[config.mk]
export PLATFORM = sky130hd
export DESIGN_NAME = keystream_harness
export DESIGN_NICKNAME = d
export VERILOG_FILES = /design/src/rtl/keystream_harness_pkg.sv /design/src/rtl/keystream_harness_sat_counter.sv /design/src/rtl/keystream_harness.sv
export SDC_FILE = /design/constraint.sdc
export NUM_CORES = 1
export LEC_CHECK = 0
export ABC_AREA = 1
export ABC_CLOCK_PERIOD_IN_PS = 1900
export CORE_AREA = 2 2 264 266
export DETAILED_ROUTE_END_ITERATION = 8
export DIE_AREA = 0 0 266 268
export GPL_TIMING_DRIVEN = 0
export SYNTH_ARGS = -nofsm -noshare
export SYNTH_HDL_FRONTEND = slang
export SYNTH_SLANG_ARGS = --single-unit
export TNS_END_PERCENT = 1
[constraint.sdc]
create_clock -name clk -period 1.9 [get_ports clk]
set_input_delay 0.38 -clock clk [delete_from_list [all_inputs] [get_ports clk]]
set_output_delay 0.38 -clock clk [all_outputs]
set_load 0.01 [all_outputs]
[src/rtl/keystream_harness_pkg.sv]
// Shared state encoding and parameter defaults for the keystream capture harness.
package keystream_harness_pkg;

    localparam int unsigned DEF_KEY_W          = 80;
    localparam int unsigned DEF_IV_W           = 80;
    localparam int unsigned DEF_BLOCK_W        = 64;
    localparam int unsigned DEF_NUM_BLOCKS     = 4;
    localparam int unsigned DEF_TIMEOUT_CYCLES = 4096;
    localparam int unsigned DEF_CNT_W          = 32;

    typedef logic [2:0] state_t;

    localparam state_t ST_IDLE     = 3'd0;
    localparam state_t ST_RST_UUT  = 3'd1;
    localparam state_t ST_WAIT_BLK = 3'd2;
    localparam state_t ST_DONE     = 3'd3;
    localparam state_t ST_TIMEOUT  = 3'd4;

endpackage

[src/rtl/keystream_harness_sat_counter.sv]
// Up-counter with synchronous clear and enable that sticks at all-ones.
module sat_counter #(
    parameter int unsigned WIDTH = 8
) (
    input  logic             clk,
    input  logic             rst,
    input  logic             clr,
    input  logic             en,
    output logic [WIDTH-1:0] count
);

    always_ff @(posedge clk) begin
        if (rst || clr) begin
            count <= '0;
        end else if (en && (count != '1)) begin
            count <= count + 1'b1;
        end
    end

endmodule

[src/rtl/keystream_harness.sv]
// Drives a keystream generator through reset, captures NUM_BLOCKS blocks on rising
// edges of its block-valid level, and measures how many cycles that took.
module keystream_harness
    import keystream_harness_pkg::*;
#(
    parameter int unsigned KEY_W          = DEF_KEY_W,
    parameter int unsigned IV_W           = DEF_IV_W,
    parameter int unsigned BLOCK_W        = DEF_BLOCK_W,
    parameter int unsigned NUM_BLOCKS     = DEF_NUM_BLOCKS,
    parameter int unsigned TIMEOUT_CYCLES = DEF_TIMEOUT_CYCLES,
    parameter int unsigned CNT_W          = DEF_CNT_W
) (
    input  logic                          clk,
    input  logic                          rst,
    input  logic                          start_i,
    input  logic [KEY_W-1:0]              key_i,
    input  logic [IV_W-1:0]               iv_i,
    output logic                          busy_o,
    output logic                          done_o,
    output logic                          timeout_o,
    output logic [NUM_BLOCKS*BLOCK_W-1:0] stream_o,
    output logic [CNT_W-1:0]              cycles_o,
    output logic                          uut_rst_o,
    output logic                          uut_next_o,
    output logic [KEY_W-1:0]              uut_key_o,
    output logic [IV_W-1:0]               uut_iv_o,
    input  logic                          uut_end_i,
    input  logic [BLOCK_W-1:0]            uut_block_i
);

    localparam int unsigned IDX_W = (NUM_BLOCKS > 1) ? $clog2(NUM_BLOCKS) : 1;
    localparam int unsigned TO_W  = $clog2(TIMEOUT_CYCLES + 1);
    localparam logic [IDX_W-1:0] LAST_IDX = IDX_W'(NUM_BLOCKS - 1);
    localparam logic [TO_W-1:0]  TO_LAST  = TO_W'(TIMEOUT_CYCLES - 1);

    state_t           state;
    state_t           state_nxt;
    logic             rst_phase;
    logic             end_prev;
    logic [IDX_W-1:0] blk_idx;
    logic [TO_W-1:0]  to_cnt;
    logic             accept;
    logic             in_wait;
    logic             capture;
    logic             expire;

    assign accept  = start_i && ((state == ST_IDLE) || (state == ST_DONE) ||
                                 (state == ST_TIMEOUT));
    assign in_wait = (state == ST_WAIT_BLK);
    assign capture = in_wait && uut_end_i && !end_prev;
    // to_cnt counts the cycles already spent waiting, so this is the last allowed one
    assign expire  = in_wait && !capture && (to_cnt == TO_LAST);

    always_comb begin
        state_nxt = state;
        case (state)
            ST_IDLE, ST_DONE, ST_TIMEOUT: begin
                if (start_i) state_nxt = ST_RST_UUT;
            end
            ST_RST_UUT: begin
                if (rst_phase) state_nxt = ST_WAIT_BLK;
            end
            ST_WAIT_BLK: begin
                if (capture && (blk_idx == LAST_IDX)) begin
                    state_nxt = ST_DONE;
                end else if (expire) begin
                    state_nxt = ST_TIMEOUT;
                end
            end
            default: state_nxt = ST_IDLE;
        endcase
    end

    always_ff @(posedge clk) begin
        if (rst) begin
            state      <= ST_IDLE;
            rst_phase  <= 1'b0;
            end_prev   <= 1'b0;
            blk_idx    <= '0;
            stream_o   <= '0;
            uut_next_o <= 1'b0;
            uut_key_o  <= '0;
            uut_iv_o   <= '0;
        end else begin
            state      <= state_nxt;
            uut_next_o <= 1'b0;
            rst_phase  <= (state == ST_RST_UUT) ? ~rst_phase : 1'b0;
            // Edge history only tracks WAIT_BLK, so a level left high across reset is stale
            end_prev   <= in_wait && uut_end_i;
            if (accept) begin
                uut_key_o <= key_i;
                uut_iv_o  <= iv_i;
                stream_o  <= '0;
                blk_idx   <= '0;
            end
            if (capture) begin
                for (int k = 0; k < NUM_BLOCKS; k++) begin
                    if (blk_idx == IDX_W'(k)) stream_o[k*BLOCK_W +: BLOCK_W] <= uut_block_i;
                end
                if (blk_idx != LAST_IDX) begin
                    blk_idx    <= blk_idx + 1'b1;
                    uut_next_o <= 1'b1;
                end
            end
        end
    end

    sat_counter #(
        .WIDTH (CNT_W)
    ) u_cycle_cnt (
        .clk   (clk),
        .rst   (rst),
        .clr   (accept),
        .en    (in_wait),
        .count (cycles_o)
    );

    sat_counter #(
        .WIDTH (TO_W)
    ) u_timeout_cnt (
        .clk   (clk),
        .rst   (rst),
        .clr   (accept || capture),
        .en    (in_wait),
        .count (to_cnt)
    );

    assign busy_o    = (state == ST_RST_UUT) || (state == ST_WAIT_BLK);
    assign done_o    = (state == ST_DONE) || (state == ST_TIMEOUT);
    assign timeout_o = (state == ST_TIMEOUT);
    assign uut_rst_o = !in_wait;

endmodule

[Word-level counts from Yosys, hierarchy flattened]
Cells that the tools add are included.
Operators by class
  $add $sub $neg: 3
  eq/ne operators: 14
  multiplexer cells: 15
  bitwise logic cells: 3
  reduce and logical (&&, ||, !) cells: 24
Operators with widths (count)
  256-bit 2-to-1 mux: 2
  64-bit 2-to-1 mux: 4
  32-bit by 1-bit adder with 32-bit output, second input constant: 1
  32-bit != test, second input constant: 1
  13-bit by 1-bit adder with 13-bit output, second input constant: 1
  13-bit by 12-bit == test with 1-bit output, second input constant: 1
  13-bit != test, second input constant: 1
  3-bit 2-to-1 mux: 4
  3-bit case mux with 3 select lines: 1
  1-bit logical AND: 8
  1-bit logical OR: 7
  3-bit by 2-bit == test with 1-bit output, second input constant: 2
  2-bit 2-to-1 mux: 3
  2-bit != test, second input constant: 3
  2-bit == test, second input constant: 2
  2-bit OR reduction: 2
  3-bit by 1-bit == test with 1-bit output, second input constant: 1
  3-bit == test, second input constant: 1
  1-bit logical NOT: 3
  3-bit logical NOT: 1
  3-bit by 1-bit != test with 1-bit output, second input constant: 1
  1-bit inverter: 3
  3-bit AND reduction: 1
  3-bit OR reduction: 1
  4 further kinds: 4
Storage, ports and cells
  register bits: 469
  bits of input ports: 228
  output and inout bits: 453
  word-level logic and storage cells: 69

[Longest topological paths before layout]
Gate-level depths: netlist (run 1).
  word-level depth: 9
  depth in mapped cells: 11
  depth with buffers taken out: 10

[By module]
Synthesis (run 1) repeated with hierarchy kept, for this count alone.
Unflattened totals
  cells, all modules: 2349
  area total of the unflattened synthesis: 18028.5 µm²
Modules (own cells, without submodules)
  keystream_harness: instances 1, cells an instance 1915, area an instance 15275.9 µm², seq. area each 8488.1 µm²
  sat_counter (u_cycle_cnt): instances 1, cells an instance 328, area an instance 2028.2 µm², seq. area each 640.6 µm²
  sat_counter (u_timeout_cnt): instances 1, cells an instance 106, area an instance 724.4 µm², seq. area each 260.2 µm²

[Worst setup path before layout (run 1)]
OpenSTA, ideal clock, no wires.
  kind: register to register
  start: register u_cycle_cnt.count[0]
  end: register u_cycle_cnt.count[19]
  setup time: 0.112 ns
  arrival time: 1.616 ns
  required time: 1.788 ns
  path slack: 0.172 ns
  stages on the path, launching flop included: 12
  cells stage by stage: dfxtp_1 > ha_1 > inv_1 > nor2_4 > nand2_4 > nor2_8 > nand2_4 > nand2_8 > inv_6 > buf_6 > a21oi_2 > nor2_1
On the way
  cells in the longest elaborated chain, start to end: 2
  elaborated cells between the ends (all ways): 3
  classes of those cells: add/sub (1); eq/ne (1); reduce/logical (1)
Ends and longest elaborated chain
  from (decl): RTL line keystream_harness_sat_counter.sv:9  | output logic [WIDTH-1:0] count
  from (signal assigned): RTL line keystream_harness_sat_counter.sv:16  | count <= count + 1'b1;
  branches (longest 2 deep; another with 32-bit by 1-bit adder with 32-bit output)
Parallel ways; which one is timed is not known.
A chain may end at the register's enable or synchronous reset.

[Worst setup path in the final report (run 1)]
  start: register state[2]
  end: output port busy_o
On the way
  cells in the longest elaborated chain, start to end: 2
  elaborated cells between the ends (all ways): 3
  classes of those cells: eq/ne (2); reduce/logical (1)
Ends and longest elaborated chain
  from (decl): RTL line keystream_harness.sv:36  | state_t state;
  from (signal assigned): RTL line keystream_harness.sv:85  | state <= state_nxt;
  3-bit by 1-bit == test with 1-bit output or 3-bit by 2-bit == test with 1-bit output (tied branches): RTL line keystream_harness.sv:128  | assign busy_o = (state == ST_RST_UUT) || (state == ST_WAIT_BLK);
  1-bit logical OR (*): RTL line keystream_harness.sv:128
  to (decl): RTL line keystream_harness.sv:18  | output logic busy_o,
Every way passes the cells marked *; elsewhere a longest branch is shown, timed or not.

==> results.tsv, run 1 <==
stage	metric	value	unit
logic_synthesis	yosys.cell_count.top_type	nor2_1	
pwr	p_sw	10.8	mW
sta	setup_viol	1	
die	dieArea	71300	µm²
die	core	68200	µm²
finish	design_area	27700	µm²
finish	fillers	7172	
finish	layout.cells.non_filler	4027	
pwr	p_total	31.7	mW
logic_synthesis	synth_compound_area_frac	0.208	
logic_synthesis	yosysTopAreaCellShare	0.521	
logic_synthesis	ys_top_cells_by_count	652 x nor2_1, 469 x dfxtp_1, 415 x o21ai_0, 280 x a21oi_1, 170 x nand2_1	
cts	cts_tree	done	
logic_synthesis	synthTopCellsByArea	dfxtp_1 52%, nor2_1 14%, o21ai_0 12%	
cts	clkSinkCount	469	
global_routing	gr-usage-all-layers	0.219	
pwr	p_int	20.9	mW
pwr	clockPowerShare	0.349	
status	violations	negative setup slack	
detailed_routing	ant_nets	0	
setup_path	worstSetupEndpointType	output pin	
pwr	combPwrFrac	0.282	
job	maxCapViolCount	0	
logic_synthesis	yosysSeqAreaShare	0.521	
cts	htree_levels	2	
die	start_util	0.264	
pwr	p_per_area	1150	nW/µm²
logic_synthesis	synth_top_area_cell	dfxtp_1	
finish	multiInputGateArea	7630	µm²
detailed_routing	vias_per_cell	4.67	
placement	place_area	25900	µm²
placement	numPortBuffers	680	
pwr	p_leak	12.5	nW
finish	seq_area	9430	µm²
sta	fin_crit	1920	ps
global_routing	antenna_found_initial	2	
setup_path	crit_fanout	5	
logic_synthesis	synth_top_family_by_area	compound AO/OA/AOI/OAI gates	
pwr	pwr-share-seq	0.369	
setup_path	path_class	reg -> out	
cts	clkSlewWorstSetupHoldPaths	60	ps
logic_synthesis	ys_ff_latch	469	
global_routing	grt_pass1_vias	18004	
logic_synthesis	synth-adder-area-share	0.00416	
cts	clock_latency	630	ps
detailed_routing	wire_per_inst	20.3	µm
finish	final_nets	3330	
placement	dp.final_hpwl	62800	µm
sta	post-route-period-util	1.01	
cts	cts_hold_buf	0	
die	rows	96	
finish	drive_gt1_frac	0.104	
detailed_routing	drt_iter0_drc	1212	
global_routing	grt_pass1_wl	118000	µm
sta	setup_slack	-20.7	ps
sta	max_freq	521	MHz
global_routing	overflow	0	
pwr	sw_frac_of_total	0.341	
detailed_routing	wl	81800	µm
placement	gp_congestion	0.898	
sta	worst_pin_slew	708	ps
die	pin_count	681	
logic_synthesis	syn_inst	2358	
cts	cts_root_buffer	clkbuf_16	
min_path	hp-class	in -> reg	
setup_path	critPathLaunchType	register	
pwr	vdd_drop_max	0.739	mV
logic_synthesis	syn_nets	2592	
detailed_routing	drc	0	
logic_synthesis	synth_edf_count	0	
sta	slew_headroom	0.528	
die	die_h	268	µm
logic_synthesis	ys_warn_count	0	
logic_synthesis	synth_flop_cell	dfxtp_1	
sta	fin_worst_skew	33.4	ps
logic_synthesis	async_reset_ff_frac	0	
cts	cts-buffers-inserted	55	
finish	syn_to_final_growth	53.5	%
sta	finalMaxSlewViolations	0	
die	die_x	266	µm
detailed_routing	vias	18812	
setup_path	arrival	1540	ps
logic_synthesis	synth.distinct_cells	33	
placement	placed_cells	3920	
finish	fin_util	0.406	
logic_synthesis	synth-simple-area-share	0.199	
status	outcome	finished, violations left	
logic_synthesis	yosys-mux-area-fraction	0	
sta	rsz0062_at_grt	yes	
detailed_routing	drt-pass1-iter-count	5	
sta	finalHoldViolations	0	
logic_synthesis	synth_xor_area_frac	0.00874	
global_routing	grt_max_degree	16	
setup_path	worstPathRequired	1520	ps
logic_synthesis	syn-cell-area	18000	µm²
cts	cts_buffer_depth	3	
logic_synthesis	syn_avg_cell_area	7.65	µm²
-- per-layer routing --
layer / GRT usage / routed length (µm) / vias up
li1: - / - / 9246
met1: 0.257 / 32800 / 8788
met2: 0.383 / 39900 / 654
met3: 0.0676 / 7000 / 124
met4: 0.0607 / 2120 / 0
met5: 0 / 0 / -
-- flip-flops by register name (all words and copies together) (netlist names), 2 cells and up --
name,count
u_cycle_cnt.count,32
stream_o,256
state,3
uut_iv_o,80
u_timeout_cnt.count,13
uut_key_o,80
blk_idx,2
-- power groups by stage --
stage	logic, mW	registers [mW]	clock network [mW]
floorplan	4.03	12.3	0
global placement	9.38	11.9	0
detailed placement	9.40	11.9	0
CTS	8.93	11.7	11.3
global route	9.85	11.8	11.7
finish	8.95	11.7	11.1
-- worst paths after layout --
kind / from / endpoint / slack [ps] / cells after the start
setup / recovery: state[2] / busy_o / -20 / 4
setup reg to reg: blk_idx[1] / stream_o[18] / 70 / 7
hold reg to reg: rst_phase / rst_phase / 420 / 1
hold / removal: iv_i[22] / uut_iv_o[22] / 390 / 3
-- critical path, stage by stage, from the launching register on --
cell and delay (ps):
dfxtp_1 340, inv_2 140, nand3_2 130, nand2_2 100
clkdlybuf4s15_2 230
-- through the flow --
step                hold WS (ps)  TNS, ps  worst slack, ps
floorplan                    399        0              172
finish                       393    -20.7            -20.7
detailed placement           414  -328230            -1120
global route                 382    -1790             -143
global placement             413  -330360            -1190
CTS                          348     -648             -232
-- timing repair --
| action | in CTS | in global routing |
|---|---|---|
| buffers inserted | 1 | 0 |
| endpoints found under the setup margin | 751 | 458 |
| resized for setup | 481 | 144 |
| pin swaps | 0 | 1 |
-- kinds of logic after synthesis --
logic type      Yosys count
compound gates          731
xor+xnor                 18
fa+ha+maj                 6
buf+inv                 235
flops                   469
simple gates            899
-- layout make-up --
class	instances	share of cell area
flip-flops and latches	469	0.341
multi-input cells	1654	0.276
repair buffers	681	0.231
clock buffers	79	0.0592
well taps	882	0.0399
plain buffers	170	0.0349
clock inverters	25	0.00950
inverters	65	0.00913
diodes	2	0.000181
-- cells in the final DEF (no fill, tap or decap), drive strengths merged --
cell type,synthesis,routed
a211oi,1,1
nand3b,1,1
bufinv,0,3
o31ai,1,1
ha,6,6
a21oi,301,301
xor2,11,11
clkinvlp,0,3
clkinv,1,16
nand3,26,26
dlygate4sd2,0,394
clkbuf,96,181
clkdlybuf4s15,0,1
nor3,9,9
dfxtp,469,469
o21ai,428,428
buf,74,72
clkdlybuf4s50,0,255
dlymetal6s2s,0,27
diode,0,2
xnor2,7,7
nor2,659,659
inv,64,68
nand2,196,196
nand4,8,8
Note: power is estimated with default switching activity, not from simulation.
==> run 2, diff against run 1 <==
--- a/config.mk
+++ b/config.mk
@@ -11,6 +11,7 @@
 export DETAILED_ROUTE_END_ITERATION = 8
 export DIE_AREA = 0 0 266 268
 export GPL_TIMING_DRIVEN = 0
+export SKIP_CTS_REPAIR_TIMING = 1
 export SYNTH_ARGS = -nofsm -noshare
 export SYNTH_HDL_FRONTEND = slang
 export SYNTH_SLANG_ARGS = --single-unit
==> results.tsv, run 2 (synthesis results as in run 1) <==
stage	metric	value	unit
finish	final_nets	3330	
pwr	p_per_area	1100	nW/µm²
job	maxCapViolCount	0	
sta	slew_headroom	0.516	
die	pin_count	681	
cts	clkSlewWorstSetupHoldPaths	60	ps
cts	clock_latency	630	ps
setup_path	cp_slowest_stage_delay	330	ps
setup_path	arrival	1630	ps
status	outcome	finished, violations left	
sta	rsz0062_at_grt	yes	
die	die_h	268	µm
min_path	hp-class	in -> reg	
pwr	p_int	21.3	mW
sta	finalHoldViolations	0	
global_routing	grt_pass1_vias	17911	
pwr	pwr-share-seq	0.364	
finish	multiInputGateArea	7640	µm²
detailed_routing	drt-pass1-iter-count	5	
pwr	clockPowerShare	0.344	
setup_path	path_depth	4	
finish	seq_area	9430	µm²
cts	cts_root_buffer	clkbuf_16	
finish	fin_util	0.427	
placement	numPortBuffers	680	
placement	dp.final_hpwl	62800	µm
pwr	p_sw	10.8	mW
setup_path	critPathTopFamily	buffers and inverters	
setup_path	worstPathRequired	1520	ps
finish	top_regs	stream_o x256, uut_iv_o x80, uut_key_o x80	
finish	design_area	29200	µm²
die	rows	96	
sta	fin_worst_skew	35.9	ps
pwr	sw_frac_of_total	0.337	
detailed_routing	drt_iter0_drc	1140	
cts	htree_levels	2	
global_routing	grt_max_degree	16	
global_routing	grt_pass1_wl	117000	µm
min_path	hold_depth	3	
detailed_routing	ant_nets	0	
global_routing	overflow	0	
sta	hold_ws	391	ps
die	die_x	266	µm
setup_path	worst-path-buf-inv	2	
sta	setup_viol	8	
finish	syn_to_final_growth	61.7	%
placement	gp_congestion	0.898	
setup_path	reg2regPathDepth	8	
pwr	p_leak	17.7	nW
detailed_routing	wl	82600	µm
detailed_routing	vias	18939	
setup_path	worstPathCellList	inv_1 > nand3_1 > o21ai_1 > clkbuf_2	
global_routing	gr-usage-all-layers	0.218	
cts	cts_tree	done	
setup_path	critPathLaunchType	register	
finish	largest_register_ffs	256	
finish	mostFrequentLayoutCell	nor2_1	
cts	clkSinkCount	469	
finish	final_cell_mix	651 x nor2_1, 440 x dfxtp_1, 418 x dlymetal6s2s_1	
die	start_util	0.264	
cts	cts_buffer_depth	3	
status	violations	negative setup slack	
pwr	vdd_drop_max	0.733	mV
detailed_routing	wire_per_inst	20.5	µm
setup_path	worstSetupEndpointType	output pin	
detailed_routing	drc	0	
sta	fin_crit	2010	ps
sta	post-route-period-util	1.06	
global_routing	antenna_found_initial	3	
sta	max_freq	497	MHz
sta	setup_slack	-113	ps
finish	drive_gt1_frac	0.102	
pwr	combPwrFrac	0.292	
finish	regMostFlops	stream_o	
sta	finalMaxSlewViolations	0	
setup_path	path_class	reg -> out	
finish	fillers	6956	
die	core	68200	µm²
detailed_routing	vias_per_cell	4.70	
sta	worst_pin_slew	726	ps
setup_path	crit_fanout	5	
cts	cts-buffers-inserted	55	
placement	place_area	25900	µm²
die	dieArea	71300	µm²
setup_path	cp_slowest_cell	dfxtp_1	
[run 2: cell types whose count changed in the layout (fill, tap and decap cells not counted), sizes merged, moves of 2 or more]
cell           previous run  this run
buf                      72        65
clkbuf                  181       189
clkdlybuf4s50           255       258
diode                     2         4
dlygate4sd2             394         0
dlymetal6s2s             27       418
[run 2: layout make-up]
type	count	area share
Sequential cell	469	0.323
Clock inverter	25	0.00901
Inverter	65	0.00880
Buffer	170	0.0336
Multi-Input combinational cell	1654	0.262
Antenna cell	4	0.000343
Tap cell	882	0.0378
Clock buffer	79	0.0562
Timing Repair Buffer	681	0.269
[run 2: through the flow]
stage / total power [mW] / setup WS [ps] / std cells / TNS, ps
6_report: 32.2 / -113 / 4029 / -456
5_1_grt: 33.8 / -244 / 4027 / -13520
4_1_cts: 32.5 / -698 / 4024 / -82680
3_5_place_dp: 21.3 / -1120 / 3920 / -328230
3_3_place_gp: 21.3 / -1190 / 3920 / -330360
2_1_floorplan: 16.4 / 172 / 2358 / 0
[run 2: routing by layer]
| layer | part of all wire | up-vias | track usage |
|---|---|---|---|
| met5 | 0 | - | 0 |
| met4 | 0.026 | 0 | 0.0616 |
| met3 | 0.094 | 123 | 0.0717 |
| met2 | 0.49 | 712 | 0.381 |
| met1 | 0.39 | 8851 | 0.254 |
| li1 | - | 9253 | - |
[run 2: worst register-to-register path, cell delays in order (launching register included)]
cell      delay (ps)
dfxtp_1          330
inv_1            140
nand3_1          140
nand2_1          150
nand2_4          130
buf_6            180
clkbuf_1         230
o21ai_0          460
nor2_1            70
[run 2: path summary, 6_finish.rpt]
kind	to	from	slack [ps]
max reg2reg	uut_iv_o[40]	state[2]	-50
min reg2reg	rst_phase	rst_phase	440
min	uut_iv_o[28]	iv_i[28]	390
max	done_o	state[2]	-110
[run 2: power groups by stage]
stage,sequential (mW),clock [mW],combinational (mW)
2_1_floorplan,12.3,0,4.03
3_3_place_gp,11.9,0,9.38
3_5_place_dp,11.9,0,9.40
4_1_cts,11.7,11.3,9.44
5_1_grt,11.8,11.7,10.3
6_report,11.7,11.1,9.40
